File: src/rtl/sensor_pkg.sv
// Shared definitions for the irrigation sensor front end: channel indices,
// debounce state encoding and the water-level plausibility rule.
package sensor_pkg;

    localparam int N_SENSORS      = 6;

    localparam int SNS_LOW_WATER  = 0;
    localparam int SNS_MID_WATER  = 1;
    localparam int SNS_HIGH_WATER = 2;
    localparam int SNS_EARTH_HUM  = 3;
    localparam int SNS_AIR_HUM    = 4;
    localparam int SNS_LOW_TEMP   = 5;

    typedef enum logic {
        STABLE   = 1'b0,
        CHANGING = 1'b1
    } deb_state_t;

    // A higher float switch can only be wet when every switch below it is wet too.
    function automatic logic water_conflict(input logic low, input logic mid, input logic high);
        return (high & ~mid) | (mid & ~low) | (high & ~low);
    endfunction

endpackage

File: src/rtl/sensor_debounce_channel.sv
// One debounced sensor bit: a STABLE/CHANGING FSM stepped by the sample tick.
// Glitch counting and the sticky chatter flag exist only with SENSOR_CHATTER_DETECT_EN.
module sensor_debounce_channel
    import sensor_pkg::*;
#(
    parameter int DEBOUNCE_TICKS = 4
`ifdef SENSOR_CHATTER_DETECT_EN
    ,
    parameter int CHATTER_LIMIT  = 8
`endif
) (
    input  logic clock,
    input  logic reset_n,
    input  logic sync_bit,
    input  logic sample_tick,
    output logic filtered_bit,
    output logic commit,
    output logic chatter,
    output logic changing
);

    localparam int CNT_W = $clog2(DEBOUNCE_TICKS + 1);
    localparam logic [CNT_W-1:0] LAST_CNT = CNT_W'(DEBOUNCE_TICKS - 1);

    deb_state_t       state_q, state_d;
    logic [CNT_W-1:0] count_q, count_d;
    logic             filtered_q, filtered_d;
    logic             differs;
    logic             reject;

    assign differs = sync_bit ^ filtered_q;

    always_ff @(posedge clock or negedge reset_n) begin
        if (!reset_n) begin
            state_q    <= STABLE;
            count_q    <= '0;
            filtered_q <= 1'b0;
        end else begin
            state_q    <= state_d;
            count_q    <= count_d;
            filtered_q <= filtered_d;
        end
    end

    always_comb begin
        state_d    = state_q;
        count_d    = count_q;
        filtered_d = filtered_q;
        if (commit) begin
            state_d    = STABLE;
            count_d    = '0;
            filtered_d = sync_bit;
        end else if (reject) begin
            state_d = STABLE;
            count_d = '0;
        end else if (sample_tick && differs) begin
            if (state_q == STABLE) begin
                state_d = CHANGING;
                count_d = CNT_W'(1);
            end else begin
                count_d = count_q + CNT_W'(1);
            end
        end
    end

    // A single-tick debounce commits straight out of STABLE.
    always_comb begin
        commit = sample_tick & differs &
                 (((state_q == STABLE) && (DEBOUNCE_TICKS == 1)) ||
                  ((state_q == CHANGING) && (count_q == LAST_CNT)));
        reject = sample_tick & ~differs & (state_q == CHANGING);
    end

    assign filtered_bit = filtered_q;
    assign changing     = (state_q == CHANGING);

`ifdef SENSOR_CHATTER_DETECT_EN
    localparam logic [4:0] LIMIT = 5'(CHATTER_LIMIT);

    logic [3:0] glitch_q;
    logic       chatter_q;

    always_ff @(posedge clock or negedge reset_n) begin
        if (!reset_n) begin
            glitch_q  <= '0;
            chatter_q <= 1'b0;
        end else begin
            if (commit) begin
                glitch_q <= '0;
            end else if (reject && (glitch_q != 4'hF)) begin
                glitch_q <= glitch_q + 4'd1;
            end
            if (reject && (({1'b0, glitch_q} + 5'd1) >= LIMIT)) begin
                chatter_q <= 1'b1;
            end
        end
    end

    assign chatter = chatter_q;
`else
    assign chatter = 1'b0;
`endif

endmodule

File: src/rtl/sensor_input_conditioner.sv
// Sensor front end: two-flop synchronizers, sample-tick prescaler, per-channel
// debounce, change pulse and water-switch conflict flag. Option: SENSOR_CHATTER_DETECT_EN.
module sensor_input_conditioner
    import sensor_pkg::*;
#(
    parameter int PRESCALE       = 1000,
    parameter int DEBOUNCE_TICKS = 4
`ifdef SENSOR_CHATTER_DETECT_EN
    ,
    parameter int CHATTER_LIMIT  = 8
`endif
) (
    input  logic                 clock,
    input  logic                 reset_n,
    input  logic [N_SENSORS-1:0] raw_sensors,
    output logic [N_SENSORS-1:0] filtered_sensors,
    output logic                 sensors_changed,
    output logic                 conflicting_values,
    output logic                 sample_tick,
    output logic [N_SENSORS-1:0] chatter_fault,
    output logic [N_SENSORS-1:0] debounce_state
);

    localparam int PS_W = (PRESCALE > 1) ? $clog2(PRESCALE) : 1;
    localparam logic [PS_W-1:0] PS_LAST = PS_W'(PRESCALE - 1);

    logic [N_SENSORS-1:0] sync1_q, sync2_q;
    logic [N_SENSORS-1:0] commit_vec;
    logic [PS_W-1:0]      ps_q, ps_d;
    logic                 tick_q;
    logic                 changed_q;

    always_ff @(posedge clock or negedge reset_n) begin
        if (!reset_n) begin
            sync1_q <= '0;
            sync2_q <= '0;
        end else begin
            sync1_q <= raw_sensors;
            sync2_q <= sync1_q;
        end
    end

    assign ps_d = (ps_q == PS_LAST) ? '0 : ps_q + PS_W'(1);

    // The tick flop tracks the counter's next value so it is high exactly
    // while the counter sits at PRESCALE-1, and low throughout reset.
    always_ff @(posedge clock or negedge reset_n) begin
        if (!reset_n) begin
            ps_q   <= '0;
            tick_q <= 1'b0;
        end else begin
            ps_q   <= ps_d;
            tick_q <= (ps_d == PS_LAST);
        end
    end

    assign sample_tick = tick_q;

    for (genvar i = 0; i < N_SENSORS; i++) begin : g_ch
        sensor_debounce_channel #(
            .DEBOUNCE_TICKS (DEBOUNCE_TICKS)
`ifdef SENSOR_CHATTER_DETECT_EN
            ,
            .CHATTER_LIMIT  (CHATTER_LIMIT)
`endif
        ) u_ch (
            .clock        (clock),
            .reset_n      (reset_n),
            .sync_bit     (sync2_q[i]),
            .sample_tick  (tick_q),
            .filtered_bit (filtered_sensors[i]),
            .commit       (commit_vec[i]),
            .chatter      (chatter_fault[i]),
            .changing     (debounce_state[i])
        );
    end

    // Commits land on the same edge as the filtered update, so one pulse covers all channels.
    always_ff @(posedge clock or negedge reset_n) begin
        if (!reset_n) begin
            changed_q <= 1'b0;
        end else begin
            changed_q <= |commit_vec;
        end
    end

    assign sensors_changed    = changed_q;
    assign conflicting_values = water_conflict(filtered_sensors[SNS_LOW_WATER],
                                               filtered_sensors[SNS_MID_WATER],
                                               filtered_sensors[SNS_HIGH_WATER]);

endmodule

File: config.mk
export PLATFORM = sky130hd
export DESIGN_NAME = sensor_input_conditioner
export DESIGN_NICKNAME = d
export VERILOG_FILES = /design/src/rtl/sensor_pkg.sv /design/src/rtl/sensor_debounce_channel.sv /design/src/rtl/sensor_input_conditioner.sv
export SDC_FILE = /design/constraint.sdc
export NUM_CORES = 1
export LEC_CHECK = 0
export CORE_ASPECT_RATIO = 1.75
export CORE_MARGIN = 3
export CORE_UTILIZATION = 37
export DETAILED_ROUTE_END_ITERATION = 10
export SYNTH_ARGS = -nofsm -noshare
export SYNTH_HDL_FRONTEND = slang
export SYNTH_SLANG_ARGS = --single-unit
File: constraint.sdc
create_clock -name clock -period 1.9 [get_ports clock]
set_input_delay 0.38 -clock clock [delete_from_list [all_inputs] [get_ports clock]]
set_output_delay 0.38 -clock clock [all_outputs]
set_load 0.02 [all_outputs]
* Word level (Yosys, flattened, before mapping)
Cells that the tools add are included.
Word-level totals: register bits 54, output and inout bits 21, input bits 8
Operators by class: add/subtract/negate cells 7, bitwise operators 43, multiplexer cells 43, equal/unequal tests 8, reduce and logical (&&, ||, !) cells 19
Operator list (number):
- two-way mux 3 bit | 24
- bitwise AND 1 bit | 27
- == test 10 bit (second input constant) | 2
- adder 3 x 1 -> 3 bit (second input constant) | 6
- == test 3 x 2 -> 1 bit (second input constant) | 6
- two-way mux 1 bit | 18
- nonzero test 3 bit | 6
- logical AND 1 bit | 12
- adder 10 x 1 -> 10 bit (second input constant) | 1
- two-way mux 10 bit | 1
- NOT 1 bit | 8
- OR reduction 6 bit | 1
- XOR 1 bit | 6
- bitwise OR 1 bit | 2

* Depth between registers and ports, before layout
Gate-level depths: netlist of run 1.
word-level depth 6, depth in mapped cells 6

* Hierarchy
From an unflattened synthesis of run 1, not the netlist that was laid out.
Unflattened totals: cells, all modules 232, area total of the unflattened synthesis 2600.0 um^2
Modules (own cells, without submodules):
- sensor_debounce_channel | seq. area each 125.1 um^2, area an instance 279.0 um^2, cells an instance 27, times used 6
- sensor_input_conditioner | seq. area each 600.6 um^2, area an instance 925.9 um^2, cells an instance 70, times used 1

* Worst setup path after synthesis of run 1
No wires, ideal clock.
path kind register to register, start point register ps_q[0], end point register tick_q (netlist: sample_tick), period minus slack after synthesis 1551 ps, data arrival time 1483 ps, stages on the path, launching flop included 6, path slack 349 ps, setup time 68 ps, buffers on the path 0, cells stage by stage dfrtp_1 > ha_1 > nand2_2 > or4_1 > o21ai_2 > and4b_1
Between the ends: word-level cells in the longest chain between the ends 3, elaborated cells on any way between the ends 4
RTL lines:
- start: declaration | RTL line sensor_input_conditioner.sv:29 | logic [PS_W-1:0] ps_q, ps_d;
- start signal: assignment | RTL line sensor_input_conditioner.sv:52 | ps_q <= ps_d;
- adder 10 x 1 -> 10 bit / == test 10 bit (equally long branches) | RTL line sensor_input_conditioner.sv:43 | assign ps_d = (ps_q == PS_LAST) ? '0 : ps_q + PS_W'(1);
- two-way mux 10 bit (*) | RTL line sensor_input_conditioner.sv:43
- named net ps_d[8] | RTL line sensor_input_conditioner.sv:29
- == test 10 bit (*) | RTL line sensor_input_conditioner.sv:53 | tick_q <= (ps_d == PS_LAST);
- end signal: assignment | RTL line sensor_input_conditioner.sv:53
- end: declaration | RTL line sensor_input_conditioner.sv:30 | logic tick_q;
Mark *: on every way through the listed nets, which the timed path passes. The rest lies on a longest branch. A chain may end at the register's enable or synchronous reset.

* Worst setup path in the final report of run 1
start point register g_ch[2].u_ch.state_q, end point output port debounce_state[2]
RTL lines:
- start: declaration | RTL line sensor_debounce_channel.sv:25 | deb_state_t state_q, state_d;
- start signal: assignment | RTL line sensor_debounce_channel.sv:39 | state_q <= state_d;
- end: declaration | RTL line sensor_input_conditioner.sv:21 | output logic [N_SENSORS-1:0] debounce_state
No word-level cell between the ends.

==> results_dict.tcl, run 1 <==
set metrics [dict create \
    fill_cells 630 \
    worstPathBufferInverterCount 1 \
    worst_path_slowest_cell "sky130_fd_sc_hd__clkdlybuf4s50_1" \
    setup.worst_path.start_class "flop" \
    postRouteWirelength_um 4340 \
    clkSinkCount 54 \
    min_period_over_period_pct 94.9 \
    first_iter_violations 141 \
    synth_area_leaders "sky130_fd_sc_hd__dfrtp_1 52%, sky130_fd_sc_hd__ha_1 6.7%, sky130_fd_sc_hd__a22o_1 6.0%" \
    skew_ps 2.48 \
    num_io_pins 29 \
    clkSlewWorstSetupHoldPaths_ps 70 \
    hold_viol 0 \
    critical_path_peak_fanout 8 \
    chipHeight_um 117 \
    synth_seq_cells 54 \
    standby_leakage_power_nw 1.45 \
    global_route.usage.total_pct 11.9 \
    outcome "completed" \
    worst_stage_delay_on_the_critical_path_ps 660 \
    syn-instance-count 230 \
    synth.cells.most_frequent "54 x sky130_fd_sc_hd__dfrtp_1, 20 x sky130_fd_sc_hd__a21oi_1, 18 x sky130_fd_sc_hd__a22o_1, 18 x sky130_fd_sc_hd__buf_4, 16 x sky130_fd_sc_hd__inv_1" \
    antenna_found_initial 0 \
    first_global_vias 1680 \
    path_delay_family "buffers and inverters" \
    diodes 0 \
    grt_pass1_wl_um 7700 \
    cts_tree "yes" \
    worst_setup_path_end_kind "primary output" \
    initial_core_utilization_pct 39.0 \
    timing.critical_path.required_ps 1520 \
    ant_nets 0 \
    maximum_number_of_pins_on_one_net_before_global_route_repair 47 \
    clk_path_buf_depth 2 \
    drv_cap 0 \
    setup_viol 0 \
    yosysWarningCount 0 \
    unrepaired_setup_endpoints_after_global_routing "no" \
    place.gp.congestion 0.796 \
    globalRoute.totalOverflow 0 \
    drv_slew 0 \
    cts-root-buf "sky130_fd_sc_hd__clkbuf_16" \
    yosys.cell_count.top_type "sky130_fd_sc_hd__dfrtp_1" \
    achievable-frequency_mhz 555 \
    design.die.area_um2 8140 \
    final_net_count 268 \
    drive_gt1_share_pct 8.91 \
    power.ir.vdd_worst_uv 445 \
    drc 0 \
    dp_hpwl_um 3110 \
    route.detailed.vias_per_inst 5.11 \
    area_share_of_the_leading_cell_type_in_the_synthesized_netlist_pct 51.8 \
    count_of_different_cell_masters_after_synthesis 37 \
    power-per-cell-area_nw_per_um2 747 \
    finalWorstPathRequiredPeriod_ps 1800 \
    wl_per_cell_um 13.2 \
    syn_to_final_growth_pct 15.0 \
    synth-edff-count 0 \
    vias 1681 \
    clkLatencyLatePin_ps 290 \
    cts_max_level 2 \
    netlist.top_cell.by_area "sky130_fd_sc_hd__dfrtp_1" \
    holdWs_ps 348 \
    die_w_um 69.5 \
    final_tns_setup_ps 0 \
    fp-row-count 39 \
    postLayoutCoreUtil_pct 44.9 \
    min_path_type "flop to flop" \
    synth_seq_area_share_pct 51.8 \
    core_area_um2 6690 \
    arrival_ps 1420 \
    timing.final.ws_setup_ps 96.9 \
    worstPathCellList "clkdlybuf4s50_1" \
    drtPass1Iterations 4 \
    mappedNetlistArea_um2 2610 \
    port_buffers 22 \
    dominantRegCellSynth "sky130_fd_sc_hd__dfrtp_1" \
    postCtsSetupRepairBufs 0 \
    place_worst_setup_slack_ps 247 \
    avgSynthCellArea_um2 11.3 \
    multi_input_gate_area_in_the_final_layout_um2 1060 \
    cts_buffer_count 5 \
    seqCellArea_um2 1350 \
    setup.worst_path.class "flop to primary output" \
    asyncSetResetFlopFracSynth_pct 100 \
]
-- state kept, by name, summed over array words and instances (netlist names) --
register	count
g_ch.u_ch.count_q	18
ps_q	10
g_ch.u_ch.changing	6
g_ch.u_ch.filtered_bit	6
sync1_q	6
sync2_q	6
sample_tick	1
sensors_changed	1
-- placed cells by master (no fill, tap or decap), drive strengths merged, types with 2 or more instances in the layout --
master,Yosys,layout
conb,1,6
mux2,12,12
dfrtp,54,54
a22o,18,18
ha,14,14
nand2,4,4
a21oi,20,20
a31oi,5,5
clkbuf,3,7
nand2b,2,2
inv,17,17
clkdlybuf4s50,0,20
nand3,11,11
o21ai,10,10
nor2,9,9
xor2,8,8
xnor2,2,2
buf,19,4
and4b,7,7
and3,3,3
-- layout make-up --
cell class                 instances  share of cell area, %
clock buffer                       7                   4.42
clock inverter                     1                   1.00
inverter                          17                   2.13
multi-input combinational        142                   35.4
sequential                        54                   45.0
tap                               82                   3.42
timing repair buffer              26                   8.63
-- metrics by stage --
step	power [mW]	std cells	area, um2
after global routing	2.33	329	3000
after floorplan	1.22	235	2630
after CTS	2.28	329	3000
final	2.24	329	3000
after global placement	1.25	320	2830
after detailed placement	1.25	320	2830
-- cell families after synthesis --
family / count (synthesis) / synth area share [%]
xor gates and xnor gates: 10 / 3.36
muxes: 12 / 5.18
adders and majority gates: 14 / 6.71
DFF: 54 / 51.8
and+or+nand+nor: 44 / 10.5
buffers and inverters: 39 / 8.25
other: 1 / 0.144
AOI/OAI and AO/OA: 56 / 14.1
-- routing by layer --
metal	global-route usage (%)	routed length, um
met1	13.5	1850
met2	21.0	2240
met3	2.74	145
met4	5.74	106
met5	0	0
-- power breakdown --
group / internal (mW) / total (mW) / switching [mW]
logic: 0.0197 / 0.0620 / 0.0423
clock network: 0.623 / 1.01 / 0.388
registers: 1.16 / 1.17 / 0.00546
total: 1.81 / 2.24 / 0.436
-- timing repair --
item                                   CTS  global route
setup endpoints to repair                1             0
gates resized for setup                  1             0
endpoints found under the hold margin    8             0
hold buffers                             1             0
-- path summary, 6_finish.rpt --
path                                        from                 endpoint  slack (ps)  cells past startpoint
min reg2reg                           sync1_q[3]               sync2_q[3]         350                      0
min in group asynchronous                reset_n  g_ch[3].u_ch.count_q[1]         480                      2
max reg2reg                              ps_q[0]              sample_tick         260                      5
min                                   sync1_q[3]               sync2_q[3]         350                      0
max                        g_ch[2].u_ch.changing        debounce_state[2]         100                      1
max in group asynchronous                reset_n               sync2_q[0]         920                      3
No activity file was read; power rests on OpenSTA's default activity.
==> inputs of run 2 (changes only) <==
==> constraint.sdc (replaced) <==
create_clock -name clock -period 1.6 [get_ports clock]
set_input_delay 0.32 -clock clock [delete_from_list [all_inputs] [get_ports clock]]
set_output_delay 0.32 -clock clock [all_outputs]
set_load 0.02 [all_outputs]
==> run 2 against run 1 <==
Effect of this change:
- the flow now finishes with violations (negative hold slack)
- clock power is 21% higher
- global-route usage up 0.64 points
- core utilization up 1.2 points
- count of clock-buffer cells in the layout decreased by 1
- critical endpoint is now sensors_changed
- sequential power increased by 19%
- worst hold slack worse by 360 ps
- register-to-register slack worse by 180 ps
- wire length is 5.3% higher
- total power is 19% higher
- worst setup slack got worse by 27 ps
- cell count rose by 3.0%
==> results_dict.tcl, run 2 (synthesis results as in run 1) <==
set metrics [dict create \
    final_tns_setup_ps 0 \
    hold_viol 4 \
    worst_stage_delay_on_the_critical_path_ps 590 \
    setup.worst_path.start_class "flop" \
    power.ir.vdd_worst_uv 511 \
    place_area_um2 2910 \
    layout.cell_area.non_filler_um2 3080 \
    critical_path_peak_fanout 1 \
    cell_depth_of_the_worst_setup_path 1 \
    min_period_over_period_pct 95.6 \
    mostFrequentLayoutCell "sky130_fd_sc_hd__dfrtp_1" \
    clkSlewWorstSetupHoldPaths_ps 70 \
    r2r_cells 6 \
    failing_checks "negative hold slack" \
    worst_path_slowest_cell "sky130_fd_sc_hd__clkdlybuf4s50_1" \
    vias 1773 \
    global_route.usage.total_pct 12.5 \
    min_path_type "input port to async pin" \
    cts_tree "yes" \
    worstPathCellList "clkdlybuf4s50_1" \
    route.detailed.vias_per_inst 5.23 \
    r2r_end "sample_tick" \
    timing.final.ws_setup_ps 70.2 \
    first_iter_violations 93 \
    chipHeight_um 117 \
    largest_register_by_flop_count "g_ch.u_ch.count_q" \
    drtPass1Iterations 6 \
    cts_hold_buf 0 \
    largest_registers "g_ch.u_ch.count_q (18), ps_q (10)" \
    power-per-cell-area_nw_per_um2 869 \
    outcome "complete, but fails checks" \
    clkSinkCount 54 \
    dp_hpwl_um 3240 \
    holdWs_ps -7.62 \
    total_power_mw 2.68 \
    drv_cap 0 \
    cts_buffer_count 5 \
    diodes 0 \
    setup.worst_path.class "flop to primary output" \
    layout_common_cells "52 x sky130_fd_sc_hd__dfrtp_1, 20 x sky130_fd_sc_hd__a21oi_1, 18 x sky130_fd_sc_hd__a22o_1" \
    path_delay_family "buffers and inverters" \
    clkLatencyLatePin_ps 300 \
    skew_ps 4.46 \
    syn_to_final_growth_pct 18.1 \
    place.gp.congestion 0.820 \
    arrival_ps 1210 \
    drv_slew 0 \
    worstPathBufferInverterCount 1 \
    first_global_vias 1767 \
    worst_setup_path_end_kind "primary output" \
    place_worst_setup_slack_ps 68.6 \
    maximum_number_of_pins_on_one_net_before_global_route_repair 55 \
    largest_register_ffs 18 \
    postRouteWirelength_um 4570 \
    ant_nets 0 \
    initial_core_utilization_pct 39.0 \
    unrepaired_setup_endpoints_after_global_routing "no" \
    timing.critical_path.required_ps 1280 \
    fill_cells 641 \
    num_io_pins 29 \
    wl_per_cell_um 13.5 \
    core_area_um2 6690 \
    fp-row-count 39 \
    timing.rr.start "ps_q[0]" \
    globalRoute.totalOverflow 0 \
    standby_leakage_power_nw 1.59 \
    r2r_setup_slack_ps 80 \
    final_net_count 278 \
    design.die.area_um2 8140 \
    drc 0 \
    setup_viol 0 \
    die_w_um 69.5 \
    drive_gt1_share_pct 15.6 \
    port_buffers 22 \
    achievable-frequency_mhz 654 \
    grt_pass1_wl_um 8000 \
    finalWorstPathRequiredPeriod_ps 1530 \
    cts_max_level 2 \
    antenna_found_initial 0 \
    clk_path_buf_depth 2 \
    cts-root-buf "sky130_fd_sc_hd__clkbuf_16" \
]
[run 2: metrics by stage]
step | cells | util, % | hold slack [ps]
3_5_place_dp | 330 | 43.5 | 335
6_report | 339 | 46.1 | -7.62
5_1_grt | 339 | 46.1 | 37.3
3_3_place_gp | 330 | 43.5 | 334
2_1_floorplan | 235 | - | 24.4
4_1_cts | 338 | 45.7 | 16.7
[run 2: how the worst max path moves through the flow]
stage | slack [ps] | from | end
detailed placement | 70 | ps_q[0] | sample_tick
CTS | 10 | g_ch[3].u_ch.changing | debounce_state[3]
global route | 10 | ps_q[3] | sample_tick
floorplan | 50 | ps_q[0] | sample_tick
global placement | 110 | g_ch[1].u_ch.filtered_bit | conflicting_values
finish | 70 | sensors_changed | sensors_changed
[run 2: power breakdown]
part | switching [mW] | internal (mW) | total [mW]
Sequential | 0.00643 | 1.38 | 1.39
Combinational | 0.0499 | 0.0219 | 0.0718
Clock | 0.481 | 0.739 | 1.22
[run 2: layout make-up]
type	count	area (um2)	share of cell area, %
clock buffer	6	129	4.18
clock inverter	2	37.5	1.22
inverter	17	63.8	2.07
multi-input combinational	142	1080	34.9
sequential	54	1350	43.9
tap	82	103	3.33
timing repair buffer	36	319	10.4
[run 2: what timing repair did]
action / in CTS / in global routing
hold endpoints to repair: 0 / 0
setup buffers: 0 / 1
gates resized for setup: 12 / 9
endpoints found under the setup margin: 12 / 4
[run 2: per-layer routing]
layer | global-route usage [%] | up-vias | wire [um]
met4 | 7.04 | 0 | 115
met5 | 0 | - | 0
li1 | - | 852 | -
met1 | 13.2 | 886 | 1810
met2 | 22.6 | 29 | 2480
met3 | 3.25 | 6 | 167
==> inputs of run 3 (changes only) <==
==> constraint.sdc (replaced) <==
create_clock -name clock -period 1.4 [get_ports clock]
set_input_delay 0.28 -clock clock [delete_from_list [all_inputs] [get_ports clock]]
set_output_delay 0.28 -clock clock [all_outputs]
set_load 0.02 [all_outputs]
==> run 3 against run 2 <==
Effect of this change:
- the flow finishes with violations (negative setup slack)
- count of clock-buffer cells in the layout stayed put
- total power is 8.0% higher
- sequential share of layout area is 4.0 points lower
- clock power hardly changed
- first-iteration DRC count is 30% lower
- global-route usage is 0.79 points higher
- combinational power is 22% higher
- clock skew is 1.8 ps higher
- via count is 3.8% higher
- flip-flop and latch count stayed put
- sequential power is 14% higher
- die area stayed put
- highest routed layer unchanged
==> results_dict.tcl, run 3 (synthesis results as in run 1) <==
set metrics [dict create \
    timing.final.ws_setup_ps -78.0 \
    first_global_vias 1898 \
    clkLatencyLatePin_ps 290 \
    final_net_count 299 \
    drc 0 \
    syn_to_final_growth_pct 29.9 \
    skew_ps 6.27 \
    worstPathBufferInverterCount 0 \
    r2r_setup_slack_ps -80 \
    initial_core_utilization_pct 39.0 \
    vias 1840 \
    postRouteWirelength_um 5200 \
    largest_register_ffs 18 \
    diodes 0 \
    r2r_end "sample_tick" \
    setup_viol 1 \
    unrepaired_setup_endpoints_after_global_routing "yes" \
    power-per-cell-area_nw_per_um2 853 \
    largest_register_by_flop_count "g_ch.u_ch.count_q" \
    maximum_number_of_pins_on_one_net_before_global_route_repair 55 \
    num_io_pins 29 \
    timing.critical_path.required_ps 1580 \
    drv_cap 0 \
    worst_stage_delay_on_the_critical_path_ps 440 \
    fp-row-count 39 \
    arrival_ps 1660 \
    dp_hpwl_um 3470 \
    failing_checks "negative setup slack" \
    ant_nets 0 \
    power.ir.vdd_worst_uv 647 \
    globalRoute.totalOverflow 0 \
    finalWorstPathRequiredPeriod_ps 1480 \
    cell_depth_of_the_worst_setup_path 5 \
    critical_path_peak_fanout 4 \
    timing.rr.start "ps_q[3]" \
    worst_path_slowest_cell "sky130_fd_sc_hd__dfrtp_2" \
    largest_registers "g_ch.u_ch.count_q (18), ps_q (10)" \
    place_worst_setup_slack_ps -128 \
    min_path_type "flop to flop" \
    die_w_um 69.5 \
    drtPass1Iterations 6 \
    route.detailed.vias_per_inst 5.14 \
    worstPathCellList "nand4bb_4 > nor3_2 > o21ai_2 > nand2_1 > and4b_1" \
    final_tns_setup_ps -78.0 \
    outcome "complete, but fails checks" \
    r2r_cells 5 \
    clk_path_buf_depth 2 \
    clkSlewWorstSetupHoldPaths_ps 60 \
    port_buffers 22 \
    achievable-frequency_mhz 677 \
    cts_buffer_count 5 \
    mostFrequentLayoutCell "sky130_fd_sc_hd__dfrtp_1" \
    total_power_mw 2.89 \
    chipHeight_um 117 \
    core_area_um2 6690 \
    setup.worst_path.end "sample_tick" \
    cts_tree "yes" \
    grt_pass1_wl_um 8490 \
    drive_gt1_share_pct 30.1 \
    setup.worst_path.class "flop to flop" \
    min_period_over_period_pct 106 \
    antenna_found_initial 0 \
    global_route.usage.total_pct 13.3 \
    clkSinkCount 54 \
    drv_slew 0 \
    layout_common_cells "52 x sky130_fd_sc_hd__dfrtp_1, 32 x sky130_fd_sc_hd__buf_4, 20 x sky130_fd_sc_hd__a21oi_1" \
    first_iter_violations 65 \
    cts-root-buf "sky130_fd_sc_hd__clkbuf_16" \
    cp-startpoint "ps_q[3]" \
    hold_viol 0 \
    standby_leakage_power_nw 1.68 \
    place.gp.congestion 0.887 \
    cts_max_level 2 \
    setup.worst_path.start_class "flop" \
    wl_per_cell_um 14.5 \
    postLayoutCoreUtil_pct 50.7 \
    worst_setup_path_end_kind "flop" \
    path_delay_family "simple AND/OR/NAND/NOR gates" \
    design.die.area_um2 8140 \
]
run 3: cell types whose count changed in the layout (fill, tap and decap cells not counted), sizes merged:
cell           before  now
clkdlybuf4s15       0    1
bufinv              1    0
dlygate4sd2        11   12
clkinvlp            1    0
dlygate4sd3         0    1
buf                15   36
clkdlybuf4s50       7    6
dlymetal6s2s        2    0
run 3: timing repair:
action	4_1_cts	5_1_grt
gates resized for setup	32	27
hold endpoints to repair	54	0
hold buffers	1	0
buffers inserted	6	0
endpoints found under the setup margin	18	17
pin swaps	7	10
run 3: where the power goes:
group	switching (mW)	internal [mW]
combinational	0.0584	0.0294
sequential	0.00815	1.58
clock	0.525	0.692
run 3: per-layer routing:
layer / GRT usage (%) / part of all wire, %
met5: 0 / 0
met2: 23.7 / 55
met3: 3.42 / 3.3
met1: 13.6 / 38
met4: 9.00 / 3.3
run 3: area by class of cell:
| cell class | count | area (um2) |
|---|---|---|
| timing repair buffer | 57 | 473 |
| fill | 584 | 3300 |
| inverter | 17 | 63.8 |
| tap | 82 | 103 |
| multi-input combinational | 142 | 1260 |
| clock buffer | 6 | 139 |
| sequential | 54 | 1350 |
run 3: worst register-to-register path, stage by stage (launching register included):
cell                        delay, ps
sky130_fd_sc_hd__dfrtp_2          440
sky130_fd_sc_hd__nand4bb_4        310
sky130_fd_sc_hd__nor3_2           250
sky130_fd_sc_hd__o21ai_2           80
sky130_fd_sc_hd__nand2_1           90
sky130_fd_sc_hd__and4b_1          200
run 3: worst min-delay path by stage:
stage,cells past startpoint,from,to
after detailed placement,2,reset_n,sync2_q[5]
after global routing,0,sync1_q[0],sync2_q[0]
after floorplan,0,reset_n,g_ch[0].u_ch.changing
final,0,sync1_q[3],sync2_q[3]
after global placement,2,reset_n,sync2_q[5]
after CTS,0,sync1_q[0],sync2_q[0]
run 3: through the flow:
stage	area [um2]	cells	hold WS, ps
finish	3390	358	347
detailed placement	3030	345	303
global placement	3030	345	298
CTS	3260	358	351
floorplan	2640	235	-15.6
global route	3390	358	355
